### config.mk
export PLATFORM = sky130hd
export DESIGN_NAME = vga_bounce_renderer
export DESIGN_NICKNAME = d
export VERILOG_FILES = /design/src/rtl/vga_pkg.sv /design/src/rtl/box_motion_ctrl.sv /design/src/rtl/vga_bounce_renderer.sv
export SDC_FILE = /design/constraint.sdc
export NUM_CORES = 1
export LEC_CHECK = 0
export CAP_MARGIN = 20
export CORE_MARGIN = 1
export CORE_UTILIZATION = 58
export CTS_BUF_LIST = sky130_fd_sc_hd__clkbuf_4 sky130_fd_sc_hd__clkbuf_8 sky130_fd_sc_hd__clkbuf_16
export CTS_CLUSTER_SIZE = 12
export DETAILED_ROUTE_END_ITERATION = 10
export PLACE_DENSITY = 0.86
export SLEW_MARGIN = 20
export SYNTH_ARGS = -nofsm -noshare
export SYNTH_HDL_FRONTEND = slang
export SYNTH_HIERARCHICAL = 1
export SYNTH_SLANG_ARGS = --single-unit
### constraint.sdc
create_clock -name i_clk -period 3 [get_ports i_clk]
set_input_delay 0.6 -clock i_clk [delete_from_list [all_inputs] [get_ports i_clk]]
set_output_delay 0.6 -clock i_clk [all_outputs]
set_load 0.01 [all_outputs]
### src/rtl/vga_pkg.sv
// Shared VGA constants: active area, background mode encodings and the 12-bit palette.
package vga_pkg;

  localparam int VGA_H_ACTIVE = 640;
  localparam int VGA_V_ACTIVE = 480;

  typedef enum logic [1:0] {
    MODE_BLACK = 2'd0,
    MODE_BARS  = 2'd1,
    MODE_CHECK = 2'd2,
    MODE_GREY  = 2'd3
  } mode_t;

  typedef enum logic {
    DIR_NEG = 1'b0,
    DIR_POS = 1'b1
  } dir_t;

  localparam logic [11:0] C_WHITE   = 12'hFFF;
  localparam logic [11:0] C_YELLOW  = 12'hFF0;
  localparam logic [11:0] C_CYAN    = 12'h0FF;
  localparam logic [11:0] C_GREEN   = 12'h0F0;
  localparam logic [11:0] C_MAGENTA = 12'hF0F;
  localparam logic [11:0] C_RED     = 12'hF00;
  localparam logic [11:0] C_BLUE    = 12'h00F;
  localparam logic [11:0] C_BLACK   = 12'h000;
  localparam logic [11:0] C_GREY    = 12'h888;

  // Colour of bar number idx, counted from the left edge of the screen.
  function automatic logic [11:0] bar_color(input logic [2:0] idx);
    logic [11:0] col;
    case (idx)
      3'd0:    col = C_WHITE;
      3'd1:    col = C_YELLOW;
      3'd2:    col = C_CYAN;
      3'd3:    col = C_GREEN;
      3'd4:    col = C_MAGENTA;
      3'd5:    col = C_RED;
      3'd6:    col = C_BLUE;
      default: col = C_BLACK;
    endcase
    return col;
  endfunction

endpackage

### src/rtl/box_motion_ctrl.sv
// One axis of the bouncing square: position in [0, LIM], reversing at either end.
module box_motion_ctrl
  import vga_pkg::*;
#(
  parameter int LIM   = 608,
  parameter int SPEED = 2,
  parameter int P0    = 100
) (
  input  logic        i_clk,
  input  logic        i_rst_n,
  input  logic        i_step,
  output logic [11:0] o_pos,
  output logic        o_dir
);

  localparam logic [11:0] L_LIM = 12'(LIM);
  localparam logic [11:0] L_SPD = 12'(SPEED);
  localparam logic [11:0] L_P0  = 12'(P0);

  logic [11:0] r_pos;
  dir_t        r_dir;
  logic [11:0] w_fwd;

  assign w_fwd = r_pos + L_SPD;

  // Advance one step per request, clamping to the end stop and reversing there.
  always_ff @(posedge i_clk or negedge i_rst_n) begin
    if (!i_rst_n) begin
      r_pos <= L_P0;
      r_dir <= DIR_POS;
    end else if (i_step) begin
      if (r_dir == DIR_POS) begin
        if (w_fwd >= L_LIM) begin
          r_pos <= L_LIM;
          r_dir <= DIR_NEG;
        end else begin
          r_pos <= w_fwd;
        end
      end else begin
        if (r_pos <= L_SPD) begin
          r_pos <= 12'd0;
          r_dir <= DIR_POS;
        end else begin
          r_pos <= r_pos - L_SPD;
        end
      end
    end
  end

  assign o_pos = r_pos;
  assign o_dir = r_dir;

endmodule

### src/rtl/vga_bounce_renderer.sv
// Pixel colour stage: background pattern plus a bouncing square, with sync delayed to match RGB.
module vga_bounce_renderer
  import vga_pkg::*;
#(
  parameter int          H_ACTIVE  = VGA_H_ACTIVE,
  parameter int          V_ACTIVE  = VGA_V_ACTIVE,
  parameter int          BOX_SIZE  = 32,
  parameter int          SPEED     = 2,
  parameter int          BOX_X0    = 100,
  parameter int          BOX_Y0    = 100,
  parameter logic [11:0] BOX_COLOR = 12'hF00
) (
  input  logic        i_clk,
  input  logic        i_rst_n,
  input  logic        i_hs,
  input  logic        i_vs,
  input  logic        i_disp_en,
  input  logic [10:0] i_next_x,
  input  logic [9:0]  i_next_y,
  input  logic [1:0]  i_mode,
  input  logic        i_pause,
  output logic [3:0]  o_red,
  output logic [3:0]  o_green,
  output logic [3:0]  o_blue,
  output logic        o_hs,
  output logic        o_vs,
  output logic        o_frame_tick
);

  localparam int          BAR_W = H_ACTIVE / 8;
  localparam logic [11:0] L_BOX = 12'(BOX_SIZE);

  logic        r_vs_prev;
  logic        r_tick;
  mode_t       r_mode;

  logic        r_hs1, r_vs1, r_de1, r_hit1;
  logic [11:0] r_bg1;
  logic        r_hs2, r_vs2;
  logic [11:0] r_rgb;

  logic [11:0] w_box_x, w_box_y;
  logic        w_x_dir, w_y_dir;
  logic [1:0]  w_unused_dirs;
  logic        w_step;
  logic [11:0] w_x, w_y;
  logic        w_hit;
  logic [2:0]  w_bar_idx;
  logic [11:0] w_bg;

  assign w_step        = r_tick & ~i_pause;
  assign w_unused_dirs = {w_x_dir, w_y_dir};

  box_motion_ctrl #(
    .LIM   (H_ACTIVE - BOX_SIZE),
    .SPEED (SPEED),
    .P0    (BOX_X0)
  ) u_x_motion (
    .i_clk   (i_clk),
    .i_rst_n (i_rst_n),
    .i_step  (w_step),
    .o_pos   (w_box_x),
    .o_dir   (w_x_dir)
  );

  box_motion_ctrl #(
    .LIM   (V_ACTIVE - BOX_SIZE),
    .SPEED (SPEED),
    .P0    (BOX_Y0)
  ) u_y_motion (
    .i_clk   (i_clk),
    .i_rst_n (i_rst_n),
    .i_step  (w_step),
    .o_pos   (w_box_y),
    .o_dir   (w_y_dir)
  );

  // Detect the vs falling edge and latch the background mode once per frame.
  always_ff @(posedge i_clk or negedge i_rst_n) begin
    if (!i_rst_n) begin
      r_vs_prev <= 1'b1;
      r_tick    <= 1'b0;
      r_mode    <= MODE_BLACK;
    end else begin
      r_vs_prev <= i_vs;
      r_tick    <= r_vs_prev & ~i_vs;
      if (r_tick) begin
        r_mode <= mode_t'(i_mode);
      end
    end
  end

  assign w_x   = {1'b0, i_next_x};
  assign w_y   = {2'b00, i_next_y};
  assign w_hit = (w_x >= w_box_x) && (w_x < w_box_x + L_BOX) &&
                 (w_y >= w_box_y) && (w_y < w_box_y + L_BOX);

  // Pick the colour-bar index from the x coordinate using threshold compares.
  always_comb begin
    w_bar_idx = 3'd0;
    for (int i = 1; i < 8; i++) begin
      if (w_x >= 12'(i * BAR_W)) begin
        w_bar_idx = 3'(i);
      end
    end
  end

  // Background colour for the frame's latched mode.
  always_comb begin
    w_bg = C_BLACK;
    case (r_mode)
      MODE_BLACK: w_bg = C_BLACK;
      MODE_BARS:  w_bg = bar_color(w_bar_idx);
      MODE_CHECK: w_bg = (i_next_x[5] ^ i_next_y[5]) ? C_WHITE : C_BLACK;
      MODE_GREY:  w_bg = C_GREY;
      default:    w_bg = C_BLACK;
    endcase
  end

  // Stage 1: register syncs, display enable, box hit and background colour.
  always_ff @(posedge i_clk or negedge i_rst_n) begin
    if (!i_rst_n) begin
      r_hs1  <= 1'b1;
      r_vs1  <= 1'b1;
      r_de1  <= 1'b0;
      r_hit1 <= 1'b0;
      r_bg1  <= C_BLACK;
    end else begin
      r_hs1  <= i_hs;
      r_vs1  <= i_vs;
      r_de1  <= i_disp_en;
      r_hit1 <= w_hit;
      r_bg1  <= w_bg;
    end
  end

  // Stage 2: final colour with square priority and blanking, plus aligned syncs.
  always_ff @(posedge i_clk or negedge i_rst_n) begin
    if (!i_rst_n) begin
      r_hs2 <= 1'b1;
      r_vs2 <= 1'b1;
      r_rgb <= C_BLACK;
    end else begin
      r_hs2 <= r_hs1;
      r_vs2 <= r_vs1;
      if (!r_de1) begin
        r_rgb <= C_BLACK;
      end else if (r_hit1) begin
        r_rgb <= BOX_COLOR;
      end else begin
        r_rgb <= r_bg1;
      end
    end
  end

  assign {o_red, o_green, o_blue} = r_rgb;
  assign o_hs         = r_hs2;
  assign o_vs         = r_vs2;
  assign o_frame_tick = r_tick;

endmodule

==> run_results.csv, run 1 <==
group,metric,value,unit
routing,first_pass_iters,8,
yosys,ys.flop_type,"dfrtp_1",
cts,post_cts_buffers,0,
power,netSwitchingFraction,0.436,
global_routing,grt_max_degree,46,
sta,rsz0062_at_grt,"no",
die,rows,29,
sta,finalHoldViolations,0,
power,p_per_area,697,mW/mm^2
power,switchingPower,0.00136,W
sta,slew_headroom,0.608,
layout,diodes,0,
setup_path,start_kind,"flop",
global_routing,antenna_found_initial,0,
yosys,synth_warnings,6,
layout,layout_commonest_cell,"clkdlybuf4s50_1",
job,max_cap_viol_count,0,
sta,worst_pin_slew,0.588,ns
routing,dr_total_vias,3684,
setup_path,slowest_delay,0.71,ns
setup_path,crit_family,"compound AO/OA/AOI/OAI gates",
yosys,synth_cell_types,79,
die,die_h,84.6,um
setup_path,reg2reg_depth,8,
yosys,synth_edf_count,0,
outcome,violations,"DRC",
sta,finalSetupViolations,0,
setup_path,end_kind,"flop",
place,place.gp.congestion,0.920,
sta,finClkSkew,0.0132,ns
global_routing,grt_pass1_vias,3629,
routing,avgRoutedWirePerCell,17.4,um
setup_path,reg2reg_from,"u_x_motion/o_pos[6]",
sta,min_period,2.63,ns
setup_path,path_class,"flop to flop",
place,port_buffers,43,
setup_path,slowest_stage,"dfstp_2",
cts,cts_resized,0,
setup_path,crit_fanout,17,
setup_path,cp_num_buf_inv,0,
cts,cts_tree,"built",
cts,path_clk_slew,0.10,ns
layout,area_delta_synth_final,13.4,%
setup_path,cp.arrival,2.81,ns
routing,wirelength,9.92,mm
die,initial_core_util,0.613,
outcome,status,"finished, violations left",
place,dp_hpwl,7.16,mm
yosys,ys_ff_latch,45,
yosys,syn_inst,461,
sta,fin_crit_sh,0.878,
routing,drt_iter0_drc,200,
power,p_int,0.00177,W
yosys,syn_avg_cell_area,8.59,um^2
power,p_comb_frac,0.461,
die,coreArea,0.00646,mm^2
die,die_w,84.6,um
global_routing,gr-total-overflow,0,
power,clockPowerShare,0.179,
setup_path,ff2ff_setup_slack,0.37,ns
routing,ant_nets,0,
setup_path,r2r_end,"r_hit1",
layout,final_layout_size_suffix_gt1_frac,0.105,
cts,numCtsBuffers,5,
die,ios,44,
sta,setup_slack,0.367,ns
global_routing,grt_pass1_wl,16.7,mm
layout,fin_cells,570,
sta,final_max_slew_viol_count,0,
place,post-place-ws,0.404,ns
cts,clock_sinks,45,
sta,tns,0,ns
sta,fmax,380,MHz
layout,fin_nets,561,
cts,cts_max_path_buffers,2,
setup_path,crit_path_frequent_cell,"ha_1",
cts,ctsRootBufferMaster,"clkbuf_8",
layout,fill_cells,504,
power,p_seq_frac,0.361,
cts,htree_levels,2,
setup_path,crit_chain,"ha_1 -> nand3_1 -> xnor2_1 -> ha_1 -> nand4_1 -> a2111oi_0 -> o221a_2 -> nor4_1",
layout,mostFrequentLayoutCells,"clkdlybuf4s50_1, ha_1, inv_1",
cts,clkLatencyLatePin,0.31,ns
power,p_leak,1.89,nW
yosys,ys_async_sr_fraction,1.00,
power,irDropWorstVdd,352,uV
cts,cts_hold_buf,0,
yosys,synth_fp_nets,530,
routing,drc_errors,7,
yosys,synth_area,0.00396,mm^2
yosys,synth-seq-area-share,0.288,
die,dieArea,0.00716,mm^2
routing,viasPerCell,6.46,
place,numPlacedInstances,562,
global_routing,grt_use_total,0.289,
hold_path,min_path_type,"primary input to asynchronous set/reset pin",
setup_path,worstPathRequired,3.17,ns
[registers in the layout (all words and copies together) (netlist names), 2 cells and up]
name and count:
u_x_motion/o_pos 11, u_y_motion/o_pos 11, r_bg1 6, r_rgb 6, r_mode 2
[synthesized netlist by cell type (4+ instances only)]
master / n / area, um^2
nand2b_1: 9 / 56.3
dfrtp_1: 33 / 826
nand4_1: 11 / 68.8
nor2b_1: 11 / 68.8
buf_4: 12 / 90.1
inv_1: 38 / 143
nor3b_1: 4 / 30.0
o21ai_0: 34 / 170
a211oi_1: 4 / 30.0
clkbuf_1: 6 / 22.5
nor2_1: 27 / 101
nor3_1: 15 / 75.1
nor4_1: 5 / 31.3
a21oi_1: 20 / 100
nand2_1: 31 / 116
dfstp_2: 12 / 315
nand3_1: 21 / 105
and3_1: 6 / 37.5
ha_1: 40 / 500
xnor2_1: 12 / 105
and2_1: 8 / 50.1
a21o_1: 11 / 82.6
[layout make-up]
type / count / area (um^2) / area share
Sequential cell: 45 / 1140 / 0.254
Multi-Input combinational cell: 351 / 2490 / 0.556
Tap cell: 77 / 96.3 / 0.0215
Clock buffer: 5 / 68.8 / 0.0153
Timing Repair Buffer: 49 / 473 / 0.105
Inverter: 40 / 150 / 0.0334
Clock inverter: 3 / 65.1 / 0.0145
[cells by family (layout without fill, tap and decap cells)]
logic type | after synthesis | count (layout) | share of synthesized area
flops | 45 | 45 | 0.288
buf+inv | 65 | 97 | 0.0822
other cells | 2 | 2 | 0.00190
fa+ha+maj | 41 | 41 | 0.129
xor+xnor | 14 | 14 | 0.0310
compound gates | 123 | 123 | 0.226
mux | 6 | 6 | 0.0161
simple gates | 165 | 165 | 0.226
[how the worst max path moves through the flow]
stage	from	end	depth (start not counted)	slack, ns
6_report	u_x_motion/o_pos[6]	r_hit1	8	0.37
5_1_grt	u_x_motion/o_pos[6]	r_hit1	8	0.17
4_1_cts	u_x_motion/o_pos[6]	r_hit1	8	0.38
3_5_place_dp	u_x_motion/o_pos[6]	r_hit1	8	0.40
3_3_place_gp	i_next_y[7]	r_hit1	7	0.56
2_1_floorplan	u_x_motion/o_pos[6]	r_hit1	8	0.86
[worst reg2reg max path, stage by stage, from the launching register on]
cell	delay (ns)
dfstp_2	0.71
ha_1	0.25
nand3_1	0.14
xnor2_1	0.18
ha_1	0.31
nand4_1	0.13
a2111oi_0	0.46
o221a_2	0.28
nor4_1	0.06
[stage by stage]
| stage | utilization | power [W] | instance area (um^2) | hold slack, ns |
|---|---|---|---|---|
| after floorplan | - | 0.00217 | 3960 | 0.304 |
| after global placement | 0.674 | 0.00245 | 4350 | 0.347 |
| after detailed placement | 0.674 | 0.00253 | 4350 | 0.348 |
| after CTS | 0.695 | 0.00310 | 4490 | 0.363 |
| after global routing | 0.695 | 0.00337 | 4490 | 0.327 |
| final | 0.695 | 0.00313 | 4490 | 0.291 |
[power by group through the flow]
stage	sequential (W)	combinational [W]	clock [W]
final	0.00113	0.00144	0.000559
after detailed placement	0.00112	0.00141	0
after floorplan	0.000920	0.00125	0
after global routing	0.00116	0.00161	0.000594
after CTS	0.00111	0.00142	0.000567
after global placement	0.00111	0.00134	0
[layer usage]
layer	GRT usage	vias up	wire length, um
li1	-	1729	-
met4	0.128	0	325
met2	0.483	178	4670
met1	0.368	1737	4300
met5	0	-	0
met3	0.0501	40	627
(Power assumes the default switching activity.)
==> run 2: changes to the inputs <==
CORE_UTILIZATION = 57   (was 58)
CTS_BUF_LIST = not set   (was sky130_fd_sc_hd__clkbuf_4 sky130_fd_sc_hd__clkbuf_8 sky130_fd_sc_hd__clkbuf_16)
PLACE_DENSITY = 0.85   (was 0.86)
SYNTH_HIERARCHICAL = not set   (was 1)
==> run_results.csv, run 2 <==
group,metric,value,unit
hold_path,min_path_type,"primary input to asynchronous set/reset pin",
global_routing,grt_pass1_wl,14.4,mm
sta,min_period,2.71,ns
cts,numCtsBuffers,5,
setup_path,reg2reg_from,"u_x_motion.o_pos[5]",
power,p_leak,1.74,nW
place,port_buffers,41,
sta,fin_crit_sh,0.903,
global_routing,grt_use_total,0.274,
sta,finalSetupViolations,0,
yosys,ys_async_sr_fraction,1.00,
place,dp_hpwl,6.55,mm
die,initial_core_util,0.588,
routing,first_pass_iters,5,
yosys,synth_area,0.00371,mm^2
sta,slew_headroom,0.601,
yosys,synth_fp_nets,518,
sta,tns,0,ns
cts,htree_levels,2,
power,p_per_area,570,mW/mm^2
yosys,ys.flop_type,"dfrtp_1",
die,die_h,82.7,um
yosys,synth_top_cells_by_count,"nor2_1, ha_1, o21ai_0",
yosys,syn_avg_cell_area,8.27,um^2
cts,cts_resized,0,
die,ios,44,
sta,fmax,369,MHz
place,post-place-ws,0.268,ns
layout,fin_nets,542,
die,rows,29,
layout,diodes,0,
die,coreArea,0.00631,mm^2
sta,rsz0062_at_grt,"no",
outcome,status,"finished, final reports clean",
setup_path,crit_fanout,10,
layout,layout_commonest_cell,"nor2_1",
yosys,yosys.area.top_type,"dfrtp_1",
sta,worst_pin_slew,0.596,ns
global_routing,grt_max_degree,46,
yosys,synth_warnings,0,
yosys,synth-seq-area-share,0.307,
cts,cts_hold_buf,0,
layout,post-route-util,0.666,
global_routing,grt_pass1_vias,3268,
cts,clkLatencyLatePin,0.31,ns
sta,finClkSkew,0.00928,ns
setup_path,cp.arrival,2.93,ns
sta,finalHoldViolations,0,
layout,mostFrequentLayoutCells,"nor2_1, ha_1, clkdlybuf4s50_1",
yosys,synth_area_leaders,"dfrtp_1, ha_1, dfstp_2, o21ai_0, nor2_1",
yosys,syn_inst,449,
setup_path,slowest_delay,0.63,ns
setup_path,crit_path_start,"u_x_motion.o_pos[5]",
routing,avgRoutedWirePerCell,15.5,um
yosys,synth_most_common_cell,"nor2_1",
place,place.gp.congestion,0.924,
die,die_w,82.7,um
routing,wirelength,8.55,mm
power,irDropWorstVdd,385,uV
layout,final_layout_size_suffix_gt1_frac,0.0717,
cts,path_clk_slew,0.09,ns
yosys,synth_cell_types,57,
job,max_cap_viol_count,0,
cts,clock_sinks,45,
yosys,ys_ff_latch,45,
setup_path,worstPathRequired,3.22,ns
cts,cts_tree,"built",
layout,fill_cells,533,
yosys,yosysTopAreaCellShare,0.222,
sta,setup_slack,0.292,ns
global_routing,gr-total-overflow,0,
layout,fin_cells,551,
routing,ant_nets,0,
sta,final_max_slew_viol_count,0,
cts,ctsRootBufferMaster,"clkbuf_8",
routing,dr_total_vias,3447,
routing,drc_errors,0,
setup_path,start_kind,"flop",
routing,viasPerCell,6.26,
place,numPlacedInstances,542,
setup_path,crit_chain,"ha_1 -> nand4_1 -> or3_1 -> o221ai_1 -> o211ai_1 -> buf_4 -> mux2_2 -> o21ai_0",
cts,cts_max_path_buffers,2,
layout,area_delta_synth_final,13.2,%
setup_path,path_class,"flop to flop",
setup_path,end_kind,"flop",
setup_path,slowest_stage,"dfstp_2",
die,dieArea,0.00684,mm^2
routing,drt_iter0_drc,227,
yosys,synth_edf_count,0,
global_routing,antenna_found_initial,0,
## run 2: metrics by stage
stage / area, um^2 / hold slack [ns] / total power, W
after CTS: 4200 / 0.362 / 0.00240
after detailed placement: 4100 / 0.349 / 0.00200
final: 4210 / 0.276 / 0.00240
after global placement: 4100 / 0.348 / 0.00195
after floorplan: 3710 / 0.304 / 0.00170
after global routing: 4210 / 0.317 / 0.00260
## run 2: cell type report
type / count / area, um^2 / area share
multi-input combinational: 348 / 2330 / 0.554
sequential: 45 / 1140 / 0.271
timing repair buffer: 45 / 438 / 0.104
inverter: 28 / 105 / 0.0250
tap: 77 / 96.3 / 0.0229
clock buffer: 5 / 68.8 / 0.0164
clock inverter: 3 / 25.0 / 0.00595
## run 2: cell families after synthesis
group,share of synthesized area
simple gates,0.223
compound gates,0.227
buf+inv,0.0653
flops,0.307
fa+ha+maj,0.135
xor+xnor,0.0307
mux,0.0121
## run 2: worst max-delay path: cells and delay by family, from the launching register on
family | cells | cell delay [ns]
flip-flops | 1 | 0.63
buffers and inverters | 1 | 0.19
adder cells (fa/ha/maj) | 1 | 0.28
AND/OR/NAND/NOR | 2 | 0.74
AO/OA/AOI/OAI | 3 | 0.53
multiplexers | 1 | 0.25
## run 2: what timing repair did
| item | in CTS | in global routing |
|---|---|---|
| setup endpoints to repair | 0 | 7 |
| hold endpoints to repair | 0 | 0 |
| setup buffers | 0 | 1 |
## run 2: report_power, final
group | total (W) | switching [W] | internal [W]
Sequential | 0.000962 | 0.000213 | 0.000749
Combinational | 0.00104 | 0.000581 | 0.000457
Clock | 0.000395 | 0.000227 | 0.000168
Total | 0.00240 | 0.00102 | 0.00137
## run 2: final timing paths
path	slack, ns	depth (start not counted)	endpoint
hold reg to reg	0.36	0	o_hs
max in group asynchronous	2.33	1	u_x_motion.o_pos[2]
min in group i_clk	0.36	0	o_hs
hold / removal	0.28	1	r_rgb[2]
setup reg to reg	0.29	8	u_x_motion.o_pos[2]
setup / recovery	0.29	8	u_x_motion.o_pos[2]
## run 2: routing by layer
metal / track usage / wire length (um) / part of all wire / vias up
li1: - / - / - / 1690
met4: 0.0914 / 152 / 0.018 / 0
met3: 0.0396 / 325 / 0.038 / 19
met5: 0 / 0 / 0 / -
met1: 0.337 / 3830 / 0.45 / 1651
met2: 0.489 / 4240 / 0.50 / 87
==> run 3: changes to the inputs <==
SKIP_CTS_REPAIR_TIMING = 1   (was not set)
==> results of run 3 <==
The final DEF is identical to that of run 2; final timing and power are the same.
